==> src/rtl/booth_pkg.sv <==
// booth_pkg: shared widths, accumulator state enum and saturation limits for the Booth MAC datapath
package booth_pkg;
  localparam int PROD_W = 8;
  localparam int ACC_W = 10;
  localparam int LEN_W = 4;
  typedef enum logic {ACCUM, HOLD} state_t;
  localparam logic signed [ACC_W-1:0] SAT_MAX = {1'b0, {(ACC_W-1){1'b1}}};
  localparam logic signed [ACC_W-1:0] SAT_MIN = {1'b1, {(ACC_W-1){1'b0}}};
endpackage

==> src/rtl/booth_sat_add.sv <==
// booth_sat_add: combinational signed saturating add; a=accumulator, b=product, y=clamped sum, ovf=clamp occurred
module booth_sat_add
  import booth_pkg::*;
(
  input  logic signed [ACC_W-1:0]  a,
  input  logic signed [PROD_W-1:0] b,
  output logic signed [ACC_W-1:0]  y,
  output logic                     ovf
);
  logic signed [ACC_W:0] s;
  assign s = {a[ACC_W-1], a} + {{(ACC_W+1-PROD_W){b[PROD_W-1]}}, b};
  assign ovf = s[ACC_W] ^ s[ACC_W-1];
  assign y = ovf ? (s[ACC_W] ? SAT_MIN : SAT_MAX) : s[ACC_W-1:0];
endmodule

==> src/rtl/booth_mac_acc.sv <==
// booth_mac_acc: frame accumulator; prod_in/prod_valid/prod_ready in, sum_out/sat/sum_valid/sum_ready out, len frame size, clear abort
module booth_mac_acc
  import booth_pkg::*;
(
  input  logic                     clk,
  input  logic                     rst_n,
  input  logic                     clear,
  input  logic [LEN_W-1:0]         len,
  input  logic signed [PROD_W-1:0] prod_in,
  input  logic                     prod_valid,
  output logic                     prod_ready,
  output logic signed [ACC_W-1:0]  sum_out,
  output logic                     sat,
  output logic                     sum_valid,
  input  logic                     sum_ready
);
  state_t state, state_nx;
  logic signed [ACC_W-1:0] acc, add_res;
  logic [LEN_W:0] cnt, frame_len, len_ext, eff_len;
  logic sat_flag, ovf, p_acc, s_acc, last;
  booth_sat_add u_add (.a(acc), .b(prod_in), .y(add_res), .ovf(ovf));
  assign prod_ready = state == ACCUM;
  assign sum_valid = state == HOLD;
  assign p_acc = prod_valid & prod_ready;
  assign s_acc = sum_valid & sum_ready;
  assign len_ext = len == '0 ? (LEN_W+1)'(1 << LEN_W) : {1'b0, len};
  assign eff_len = cnt == '0 ? len_ext : frame_len;
  assign last = p_acc && (cnt + 1'b1 == eff_len);
  assign sum_out = acc;
  assign sat = sat_flag;
  always_comb begin
    state_nx = state;
    state_nx = clear ? ACCUM : last ? HOLD : s_acc ? ACCUM : state;
  end
  always_ff @(posedge clk or negedge rst_n)
    if (!rst_n) state <= ACCUM;
    else state <= state_nx;
  always_ff @(posedge clk or negedge rst_n)
    if (!rst_n) begin
      acc <= '0;
      cnt <= '0;
      sat_flag <= 1'b0;
      frame_len <= '0;
    end else if (clear || s_acc) begin
      acc <= '0;
      cnt <= '0;
      sat_flag <= 1'b0;
    end else if (p_acc) begin
      acc <= add_res;
      cnt <= cnt + 1'b1;
      sat_flag <= sat_flag | ovf;
      if (cnt == '0) frame_len <= len_ext;
    end
endmodule

==> config.mk <==
export PLATFORM = sky130hd
export DESIGN_NAME = booth_mac_acc
export DESIGN_NICKNAME = d
export VERILOG_FILES = /design/src/rtl/booth_pkg.sv /design/src/rtl/booth_sat_add.sv /design/src/rtl/booth_mac_acc.sv
export SDC_FILE = /design/constraint.sdc
export NUM_CORES = 1
export LEC_CHECK = 0
export BUFFER_PORTS_ARGS = -buffer_cell sky130_fd_sc_hd__buf_2
export CAP_MARGIN = 20
export CELL_PAD_IN_SITES_DETAIL_PLACEMENT = 1
export CELL_PAD_IN_SITES_GLOBAL_PLACEMENT = 1
export CORE_MARGIN = 5
export CORE_UTILIZATION = 40
export CTS_CLUSTER_DIAMETER = 50
export DETAILED_ROUTE_END_ITERATION = 7
export PLACE_DENSITY = 0.86
export SETUP_SLACK_MARGIN = 0.15
export SYNTH_ARGS = -nofsm -noshare
export SYNTH_HDL_FRONTEND = slang
export SYNTH_HIERARCHICAL = 1
export SYNTH_SLANG_ARGS = --single-unit
export TNS_END_PERCENT = 30
==> constraint.sdc <==
create_clock -name clk -period 2.41 [get_ports clk]
set_input_delay 0.3615 -clock clk [delete_from_list [all_inputs] [get_ports clk]]
set_output_delay 0.3615 -clock clk [all_outputs]
set_load 0.03 [all_outputs]
* After elaboration in Yosys (flattened, before gate mapping)
Index checks and enable logic that the tools add are counted.
Word-level totals: flip-flop bits (word level) 22, input port bits 17, output and inout bits 13, word-level logic and storage cells 34
Operators by class: bitwise operators 6, reductions and logical operators 7, mux-type cells 13, eq/ne operators 1, $add $sub $neg 2
Operators by type and width (number):
- two-way mux 10 bit | 4
- two-way mux 5 bit | 4
- adder 10 x 8 -> 11 bit | 1
- adder 5 x 1 -> 5 bit, second input constant | 1
- equality test 5 bit | 1
- logical NOT 5 bit | 1
- two-way mux 1 bit | 5
- logical NOT 4 bit | 1
- nonzero test 3 bit | 1
- bitwise AND 1 bit | 2
- inverter 1 bit | 2
- AND reduction 2 bit | 1
- nonzero test 2 bit | 1
- logical AND 1 bit | 1
- logical OR 1 bit | 1
- OR 1 bit | 1
- bitwise XOR 1 bit | 1

* Depth between registers and ports, before layout
Gate-level depths: netlist (run 1).
word-level depth 7, depth in mapped cells 10, mapped depth without buffers 10

* Hierarchy
The synthesis (run 1) kept the hierarchy.
Modules (own cells, without submodules):
- booth_mac_acc | times used 1, sequential area each 550.5 um^2, cells an instance 83, area each 1037.2 um^2
- booth_sat_add | times used 1, sequential area each 0.0 um^2, cells an instance 102, area each 834.6 um^2

* Least setup slack after synthesis (run 1)
Ideal clock, no wire load.
path type reg-to-reg, from register acc[0], in the netlist sum_out[0], to register acc[2], in the netlist sum_out[2], stages on the path, launching flop included 11, arrival time 2.385 ns, path slack -0.096 ns, data required time 2.289 ns, setup time 0.121 ns, path through dfrtp_1 > ha_1 > inv_1 > fa_1 > nor2b_2 > o2111ai_2 > a31oi_4 > o21ai_2 > a211oi_1 > a31oi_1 > a22o_1
On the way: longest elaborated chain between the ends 5
RTL lines:
- start: declaration | line booth_mac_acc.sv:18 | logic signed [ACC_W-1:0] acc, add_res;
- start signal: assignment | line booth_mac_acc.sv:49 | acc <= add_res;
- adder 10 x 8 -> 11 bit (*) | line booth_sat_add.sv:11 | assign s = {a[ACC_W-1], a} + {{(ACC_W+1-PROD_W){b[PROD_W-1]}}, b};
- two-way mux 10 bit / bitwise XOR 1 bit (equally long branches) | line booth_sat_add.sv:13, booth_sat_add.sv:12
- two-way mux 10 bit (*) | line booth_sat_add.sv:13 | assign y = ovf ? (s[ACC_W] ? SAT_MIN : SAT_MAX) : s[ACC_W-1:0];
- via add_res[2] | line booth_mac_acc.sv:18
- two-way mux 10 bit (*) | line booth_mac_acc.sv:48 | end else if (p_acc) begin
- two-way mux 10 bit (*) | line booth_mac_acc.sv:44 | end else if (clear || s_acc) begin
Mark *: on every way through the listed nets, which the timed path passes. The rest lies on a longest branch. The select of a mux whose other input is x is not followed. A chain may end at the register's enable or synchronous reset.

* Final worst setup path (run 1)
from register acc[0], in the netlist sum_out[0], to register acc[5], in the netlist sum_out[5]
Same word-level chain as after synthesis.

==> flow_summary.json, run 1 <==
{
  "netlist_instances": 185,
  "finalHoldViolations": 0,
  "worst-r2r-cell-count": 10,
  "finalSetupViolations": 0,
  "ant_nets": 0,
  "avgSynthCellArea_um2": 10.1,
  "crit_end": "sum_out[5]",
  "pwr-share-comb_pct": 62.7,
  "finalCriticalPeriod_ns": 2.37,
  "first_global_vias": 1931,
  "drtIter0Drc": 49,
  "ir_worst_vdd_v": 0.000451,
  "swShare_pct": 43.8,
  "dieArea_um2": 6150,
  "status": "completed",
  "synth-async-reset-ratio_pct": 100,
  "port_buffers": 29,
  "postCtsHoldBufs": 0,
  "p_switching_uw": 1030,
  "wl_per_cell_um": 21.0,
  "rsz0062_at_grt": "true",
  "worstReg2RegEnd": "sum_out[5]",
  "via_per_inst": 6.18,
  "ys_types": 55,
  "seq_power_share_pct": 21.9,
  "gp_routability_congestion": 0.838,
  "worst_pin_slew_ns": 0.535,
  "crit_required_ns": 2.57,
  "synth_ff_type": "dfrtp_1",
  "n_fill_cell": 510,
  "cts_buffer_depth": 2,
  "fin_skew_ns": 0.00600,
  "pwr-share-clk_pct": 15.4,
  "ys_seq_area_share_pct": 29.4,
  "critPathArrivalTime_ns": 2.53,
  "firstDrtPassIters": 4,
  "maxCapViolations": 0,
  "ctsHtreeMaxLevel": 1,
  "synth_edf_count": 0,
  "end_kind": "register",
  "clk_pin_slew_worst_paths_ns": 0.09,
  "finish.utilization_pct": 54.4,
  "grt-ovfl-total": 0,
  "nNetsFinal": 262,
  "intPower_uw": 1320,
  "grt_first_pass_wirelength_um": 9770,
  "path_max_fanout": 4,
  "antenna_found_initial": 0,
  "r2r_start": "sum_out[0]",
  "dieHeight_um": 78.4,
  "holdWs_ns": 0.0522,
  "wl_um": 5950,
  "multi_input_area_um2": 1390,
  "ys_ff_latch": 22,
  "cts_tree": "done",
  "slew_headroom_pct": 64.2,
  "area_growth_pct": 29.1,
  "seq_area_um2": 556,
  "yosysWarnings": 6,
  "hp-class": "input port to asynchronous set/reset pin",
  "hpwlAfterDp_um": 4090,
  "synthesis.nets": 215,
  "period_share_pct": 98.2,
  "tritoncts_num_sinks": 22,
  "cp-start-kind": "register",
  "syn_area_um2": 1870,
  "diodes": 0,
  "path_class": "register to register",
  "worstSkewPairLatency_ns": 0.27,
  "initial_core_util_pct": 42.1,
  "cts_root_buf": "clkbuf_8",
  "core_area_um2": 4440,
  "via_count": 1748,
  "p_per_area_nw_per_um2": 970,
  "grt_max_degree": 23,
  "p_leak_uw": 0.00110,
  "grtUsageTotal_pct": 20.4,
  "drc_errors": 0,
  "slew_viol_final": 0,
  "reg2reg_slack_ns": 0.04,
  "layout-drive-gt1-share_pct": 44.6,
  "fp-row-count": 24,
  "io_pins": 30,
  "die_w_um": 78.4,
  "fmax_ghz": 0.422,
  "startpoint": "sum_out[0]",
  "numCtsBuffers": 3
}
-- routing by layer --
layer / global-route usage (%) / share of wire [%]
met2: 34.9 / 51
met1: 25.2 / 42
met4: 10.1 / 4.2
met3: 2.63 / 2.8
met5: 0 / 0
-- placed cells by master, fill, tap and decap left out, types with 6 or more instances in the layout --
cell / instances
buf_2: 29
dfrtp_1: 18
buf_4: 16
nand2_1: 11
a22o_1: 11
inv_1: 10
a21oi_1: 9
o21ai_0: 8
nor2_1: 8
xnor2_1: 8
mux2i_1: 7
ha_1: 6
-- timing repair --
item | CTS | global route
resized for setup | 8 | 8
setup endpoints to repair | 9 | 10
pin swaps | 6 | 7
setup buffers | 4 | 0
-- stage by stage --
stage	total power, uW	std cells	setup WS (ns)	cell area, um^2	TNS (ns)
2_1_floorplan	1450	185	0.116	1940	0
3_3_place_gp	1750	275	0.0220	2220	0
3_5_place_dp	1800	275	-0.0291	2220	-0.0400
4_1_cts	2270	283	0.0964	2390	0
5_1_grt	2480	283	-0.0271	2420	-0.0824
6_report	2350	283	0.0426	2420	0
-- final cells by class --
| cell class | count | area share, % |
|---|---|---|
| clock inverters | 1 | 1.24 |
| repair buffers | 47 | 12.3 |
| multi-input cells | 147 | 57.4 |
| flip-flops and latches | 22 | 23.0 |
| clock buffers | 3 | 1.71 |
| inverters | 11 | 1.71 |
| well taps | 52 | 2.69 |
-- worst max-delay path, stage by stage (launching register included) --
cell       delay (ns)
dfrtp_2          0.43
ha_4             0.18
inv_2            0.06
fa_2             0.24
nor2b_4          0.06
o2111ai_4        0.27
a31oi_4          0.18
or2_4            0.29
o21ai_0          0.18
a31oi_1          0.13
a22o_1           0.23
-- power groups by stage --
stage               Combinational, uW  Sequential [uW]  Clock [uW]
floorplan                         847              605           0
global placement                 1240              518           0
detailed placement               1280              522           0
CTS                              1390              515         368
global route                     1570              526         383
finish                           1470              514         360
-- worst min path at each step --
stage | start | endpoint | slack [ns] | depth (start not counted)
final | rst_n | sum_out[9] | 0.05 | 1
after global routing | rst_n | cnt[1] | 0.1 | 1
after CTS | rst_n | cnt[0] | 0.08 | 1
after detailed placement | rst_n | cnt[0] | 0.38 | 1
after global placement | rst_n | cnt[0] | 0.37 | 1
after floorplan | rst_n | cnt[0] | 0.07 | 0
-- flip-flops by register name (all words and copies together), names as in the netlist --
register and count:
sat 1, sum_out 10, frame_len 5, sum_valid 1, cnt 5
-- cells in the mapped netlist (4+ instances only) --
cell      instances  area, um^2
xnor2_1           8        70.1
a21oi_1          10        50.1
inv_1            11        41.3
o21ai_0           9        45.0
nand2_1          11        41.3
nor2_1            9        33.8
mux2i_1           7        70.1
dfrtp_1          22         551
mux2_2            5        56.3
xor2_1            4        35.0
a211oi_1          5        37.5
a22o_1           11        96.3
ha_1             12         150
-- cells by family (layout without fill, tap and decap cells) --
logic type / count (synthesis) / in the layout / share of synthesized area [%]
buf+inv: 16 / 62 / 3.81
flops: 22 / 22 / 29.4
xor+xnor: 14 / 14 / 7.35
compound gates: 68 / 68 / 30.8
fa+ha+maj: 14 / 14 / 9.69
simple gates: 39 / 39 / 12.2
mux: 12 / 12 / 6.75
No activity file was read; power rests on OpenSTA's default activity.
==> run 2, diff against run 1 <==
--- a/config.mk
+++ b/config.mk
@@ -10,13 +10,13 @@
 export CELL_PAD_IN_SITES_DETAIL_PLACEMENT = 1
 export CELL_PAD_IN_SITES_GLOBAL_PLACEMENT = 1
 export CORE_MARGIN = 5
-export CORE_UTILIZATION = 40
+export CORE_UTILIZATION = 38
 export CTS_CLUSTER_DIAMETER = 50
 export DETAILED_ROUTE_END_ITERATION = 7
-export PLACE_DENSITY = 0.86
+export PLACE_DENSITY = 0.85
 export SETUP_SLACK_MARGIN = 0.15
+export SKIP_LAST_GASP = 1
 export SYNTH_ARGS = -nofsm -noshare
 export SYNTH_HDL_FRONTEND = slang
-export SYNTH_HIERARCHICAL = 1
 export SYNTH_SLANG_ARGS = --single-unit
 export TNS_END_PERCENT = 30
==> flow_summary.json, run 2 <==
{
  "diodes": 0,
  "finalCriticalPeriod_ns": 2.20,
  "dp_cells": 255,
  "synth-async-reset-ratio_pct": 100,
  "finalHoldViolations": 0,
  "ctsHtreeMaxLevel": 1,
  "synth_edf_count": 0,
  "synth_top_family_by_area": "compound AO/OA/AOI/OAI gates",
  "layout-drive-gt1-share_pct": 34.1,
  "ant_nets": 0,
  "core_area_um2": 4030,
  "grt-ovfl-total": 0,
  "cts_tree": "done",
  "maxCapViolations": 0,
  "ys_seq_area_share_pct": 34.6,
  "worstSkewPairLatency_ns": 0.27,
  "finalSetupViolations": 0,
  "rsz0062_at_grt": "true",
  "mostFrequentLayoutCells": "29 x buf_2, 21 x nand2_1, 20 x dfrtp_1, 18 x a21oi_1",
  "setup_tns_ns": 0,
  "via_count": 1486,
  "ys_types": 36,
  "post_dp_cell_area_um2": 1840,
  "worst_pin_slew_ns": 0.713,
  "yosysMostFrequentCell": "dfrtp_1",
  "grtUsageTotal_pct": 16.9,
  "fmax_ghz": 0.455,
  "path_class": "register to register",
  "finish.utilization_pct": 50.9,
  "area_growth_pct": 29.0,
  "status": "completed",
  "synth_top_area_share_pct": 34.6,
  "p_leak_uw": 0.000940,
  "cp-start-kind": "register",
  "firstDrtPassIters": 4,
  "drc_errors": 0,
  "finalNonFillerCells": 264,
  "dieHeight_um": 74.7,
  "yosysWarnings": 0,
  "wl_per_cell_um": 17.7,
  "drtIter0Drc": 97,
  "synth_top_area_cell": "dfrtp_1",
  "ys_ff_latch": 22,
  "grt_max_degree": 23,
  "synth_ff_type": "dfrtp_1",
  "hpwlAfterDp_um": 3450,
  "wl_um": 4670,
  "slew_viol_final": 0,
  "p_per_area_nw_per_um2": 1010,
  "synth-adder-area-share_pct": 10.7,
  "syn_area_um2": 1590,
  "via_per_inst": 5.63,
  "cts_buffer_depth": 2,
  "first_global_vias": 1516,
  "synth_area_leaders": "dfrtp_1 35%, ha_1 9.4%, a21oi_1 6.3%",
  "synthMuxAreaShare_pct": 7.24,
  "path_max_fanout": 4,
  "fp-row-count": 23,
  "dieArea_um2": 5580,
  "synth_compound_area_share_pct": 22.1,
  "synthesis.nets": 203,
  "ir_worst_vdd_v": 0.000345,
  "initial_core_util_pct": 39.5,
  "clk_pin_slew_worst_paths_ns": 0.08,
  "netlist_instances": 173,
  "yosys.area_share.simple_pct": 15.0,
  "gp_routability_congestion": 0.810,
  "period_share_pct": 91.1,
  "numCtsBuffers": 3,
  "fin_skew_ns": 0.00623,
  "slew_headroom_pct": 52.4,
  "die_w_um": 74.7,
  "port_buffers": 29,
  "crit_required_ns": 2.60,
  "synth_xor_area_share_pct": 8.18,
  "cts_root_buf": "clkbuf_8",
  "end_kind": "register",
  "antenna_found_initial": 0,
  "grt_first_pass_wirelength_um": 7200,
  "critPathArrivalTime_ns": 2.39,
  "stdcell_area_um2": 2050,
  "io_pins": 30,
  "tritoncts_num_sinks": 22,
  "hp-class": "input port to asynchronous set/reset pin",
  "largest_reg_flops": 10,
  "nNetsFinal": 245,
  "layout_commonest_cell": "buf_2",
  "avgSynthCellArea_um2": 9.19,
  "n_fill_cell": 476,
  "ys_top_cells_by_count": "22 x dfrtp_1, 21 x nand2_1, 20 x a21oi_1, 12 x ha_1"
}
run 2: cell count changes after synthesis, moves of 3 or more:
| cell | change |
|---|---|
| inv_1 | -5 |
| nand2_1 | +10 |
| a22o_1 | -10 |
| a22oi_1 | +8 |
| a211oi_1 | -3 |
| a21oi_1 | +10 |
run 2: final timing paths:
check / from / endpoint / slack, ns / depth (start not counted)
worst min-delay path: rst_n / frame_len[4] / 0.05 / 1
worst max register to register: sum_out[0] / sum_out[7] / 0.21 / 10
worst max-delay path: sum_out[0] / sum_out[7] / 0.21 / 10
min in group clk: len[2] / frame_len[2] / 0.36 / 2
max in group asynchronous: rst_n / sum_out[3] / 1.97 / 1
worst min register to register: frame_len[0] / frame_len[0] / 0.52 / 1
run 2: final cells by class:
type / instances / area (um^2) / share of cell area (%)
Multi-Input combinational cell: 143 / 1130 / 55.3
Clock buffer: 4 / 55.1 / 2.68
Timing Repair Buffer: 39 / 224 / 10.9
Tap cell: 50 / 62.6 / 3.05
Sequential cell: 22 / 553 / 27.0
Inverter: 6 / 22.5 / 1.10
run 2: repair_timing:
action | in CTS | in global routing
gates cloned | 0 | 1
buffers inserted | 2 | 2
hold buffers | 0 | 0
setup endpoints to repair | 10 | 11
pin swaps | 2 | 7
resized for setup | 4 | 19
run 2: critical path, cell delays in order, from the launching register on:
cell,delay [ns]
dfrtp_2,0.44
ha_4,0.18
inv_2,0.06
fa_2,0.19
nand2b_4,0.14
a21oi_4,0.06
o211ai_1,0.36
nand2_1,0.17
xor2_2,0.22
buf_4,0.15
a22oi_1,0.14
run 2: power breakdown:
part / internal, uW / switching (uW) / leakage (uW)
clock network: 146 / 125 / 0.0000288
logic: 505 / 734 / 0.000627
registers: 464 / 104 / 0.000285
total: 1120 / 962 / 0.000940
run 2: cell families after synthesis:
family	count (synthesis)
fa+ha+maj	13
mux	11
simple gates	48
flops	22
xor+xnor	14
compound gates	56
buf+inv	9
run 2: metrics by stage:
stage,setup WS [ns],hold slack [ns],power (uW)
finish,0.214,0.0540,2080
global route,0.134,0.0907,2220
CTS,0.158,0.0649,1950
detailed placement,0.0194,0.364,1640
global placement,0.0937,0.356,1600
floorplan,0.193,0.0659,1300
run 2: metal layers:
| metal | share of wire [%] | up-vias | GRT usage [%] |
|---|---|---|---|
| met2 | 52 | 32 | 30.4 |
| met3 | 2.7 | 6 | 2.14 |
| li1 | - | 718 | - |
| met4 | 1.9 | 0 | 4.35 |
| met1 | 43 | 730 | 21.3 |
| met5 | 0 | - | 0 |
==> run 3, diff against run 2 <==
--- a/config.mk
+++ b/config.mk
@@ -13,6 +13,7 @@
 export CORE_UTILIZATION = 38
 export CTS_CLUSTER_DIAMETER = 50
 export DETAILED_ROUTE_END_ITERATION = 7
+export GPL_TIMING_DRIVEN = 0
 export PLACE_DENSITY = 0.85
 export SETUP_SLACK_MARGIN = 0.15
 export SKIP_LAST_GASP = 1
==> flow_summary.json, run 3 (same netlist as run 2, synthesis figures left out) <==
{
  "status": "completed",
  "cts_tree": "done",
  "area_growth_pct": 28.8,
  "diodes": 0,
  "die_w_um": 74.7,
  "fin_skew_ns": 0.00921,
  "p_total_uw": 2080,
  "finalNonFillerCells": 264,
  "layout-drive-gt1-share_pct": 30.4,
  "path_class": "register to register",
  "busiest_layer": "met2",
  "postCtsHoldBufs": 0,
  "wl_um": 4990,
  "use_met2_pct": 31.4,
  "cp-start-kind": "register",
  "gp_routability_congestion": 0.786,
  "port_buffers": 29,
  "startpoint": "sum_out[0]",
  "core_area_um2": 4030,
  "grt_max_degree": 23,
  "rsz0062_at_grt": "true",
  "setup_tns_ns": 0,
  "finalCriticalPeriod_ns": 2.26,
  "p_leak_uw": 0.000936,
  "grtUsageTotal_pct": 16.8,
  "fp-row-count": 23,
  "slew_headroom_pct": 44.6,
  "layout_commonest_cell": "buf_2",
  "worst_pin_slew_ns": 0.826,
  "n_fill_cell": 476,
  "first_global_vias": 1578,
  "finalSetupViolations": 0,
  "drc_errors": 0,
  "largest_reg_flops": 10,
  "reg2reg_slack_ns": 0.15,
  "numCtsBuffers": 3,
  "r2r_start": "sum_out[0]",
  "end_kind": "register",
  "critPathArrivalTime_ns": 2.39,
  "holdWs_ns": 0.0683,
  "dp_cells": 252,
  "firstDrtPassIters": 4,
  "grt-ovfl-total": 0,
  "path_max_fanout": 8,
  "cts_buffer_depth": 2,
  "tritoncts_num_sinks": 22,
  "setup_slack_ns": 0.154,
  "via_count": 1544,
  "via_per_inst": 5.85,
  "antenna_found_initial": 0,
  "finalHoldViolations": 0,
  "slew_viol_final": 0,
  "hp-class": "input port to asynchronous set/reset pin",
  "io_pins": 30,
  "maxCapViolations": 0,
  "initial_core_util_pct": 39.5,
  "clk_pin_slew_worst_paths_ns": 0.09,
  "nNetsFinal": 245,
  "drtIter0Drc": 124,
  "fmax_ghz": 0.443,
  "p_per_area_nw_per_um2": 1010,
  "cts_root_buf": "clkbuf_8",
  "ir_worst_vdd_v": 0.000405,
  "period_share_pct": 93.6,
  "grt_first_pass_wirelength_um": 7400,
  "grtUsageMet3_pct": 1.60,
  "mostFrequentLayoutCells": "29 x buf_2, 21 x dfrtp_1, 20 x nand2_1, 18 x a21oi_1",
  "pre_cts_slack_ns": -0.168,
  "use_met1_pct": 21.4,
  "crit_required_ns": 2.54,
  "wl_per_cell_um": 18.9,
  "ant_nets": 0,
  "ctsHtreeMaxLevel": 1,
  "hpwlAfterDp_um": 3370,
  "worstSkewPairLatency_ns": 0.26,
  "dieArea_um2": 5580,
  "dieHeight_um": 74.7
}
==> run 3: worst paths after layout <==
kind | endpoint | cells after the start
min | cnt[4] | 1
min reg2reg | frame_len[1] | 1
max reg2reg | sum_out[7] | 10
max | sum_out[7] | 10
max in group asynchronous | sum_out[0] | 1
min in group clk | frame_len[0] | 2
==> run 3: worst max-delay path: stages, from the launching register on <==
cell,delay [ns]
dfrtp_2,0.39
ha_4,0.15
inv_1,0.06
fa_2,0.37
nand2b_4,0.18
a21oi_4,0.17
o211ai_1,0.14
buf_4,0.18
nand2_2,0.10
xor2_4,0.28
a22oi_1,0.12
==> run 3: metal layers <==
layer | vias up | part of all wire, %
met5 | - | 0
met1 | 781 | 40
li1 | 721 | -
met3 | 2 | 3.6
met2 | 40 | 56
met4 | 0 | 0.54
==> run 3: stage by stage <==
step / util (%) / cell area [um^2]
global placement: 44.7 / 1800
finish: 50.8 / 2050
global route: 50.8 / 2050
CTS: 47.8 / 1920
floorplan: - / 1590
detailed placement: 44.7 / 1800
==> run 3: final cells by class <==
type	instances	area (um^2)	area share, %
multi-input combinational	143	1130	55.4
clock buffer	4	55.1	2.69
buffer	3	11.3	0.550
sequential	22	552	26.9
tap	50	62.6	3.05
inverter	6	22.5	1.10
timing repair buffer	36	210	10.3
==> run 3: repair_timing <==
action                                  in CTS  in global routing
setup buffers                                2                  5
gates cloned                                 0                  1
pin swaps                                    3                 10
endpoints found under the setup margin      10                 11
gates resized for setup                      9                 11
==> run 3: where the power goes <==
part	internal, uW	switching, uW	total [uW]
clock	146	123	269
combinational	497	744	1240
sequential	463	104	567
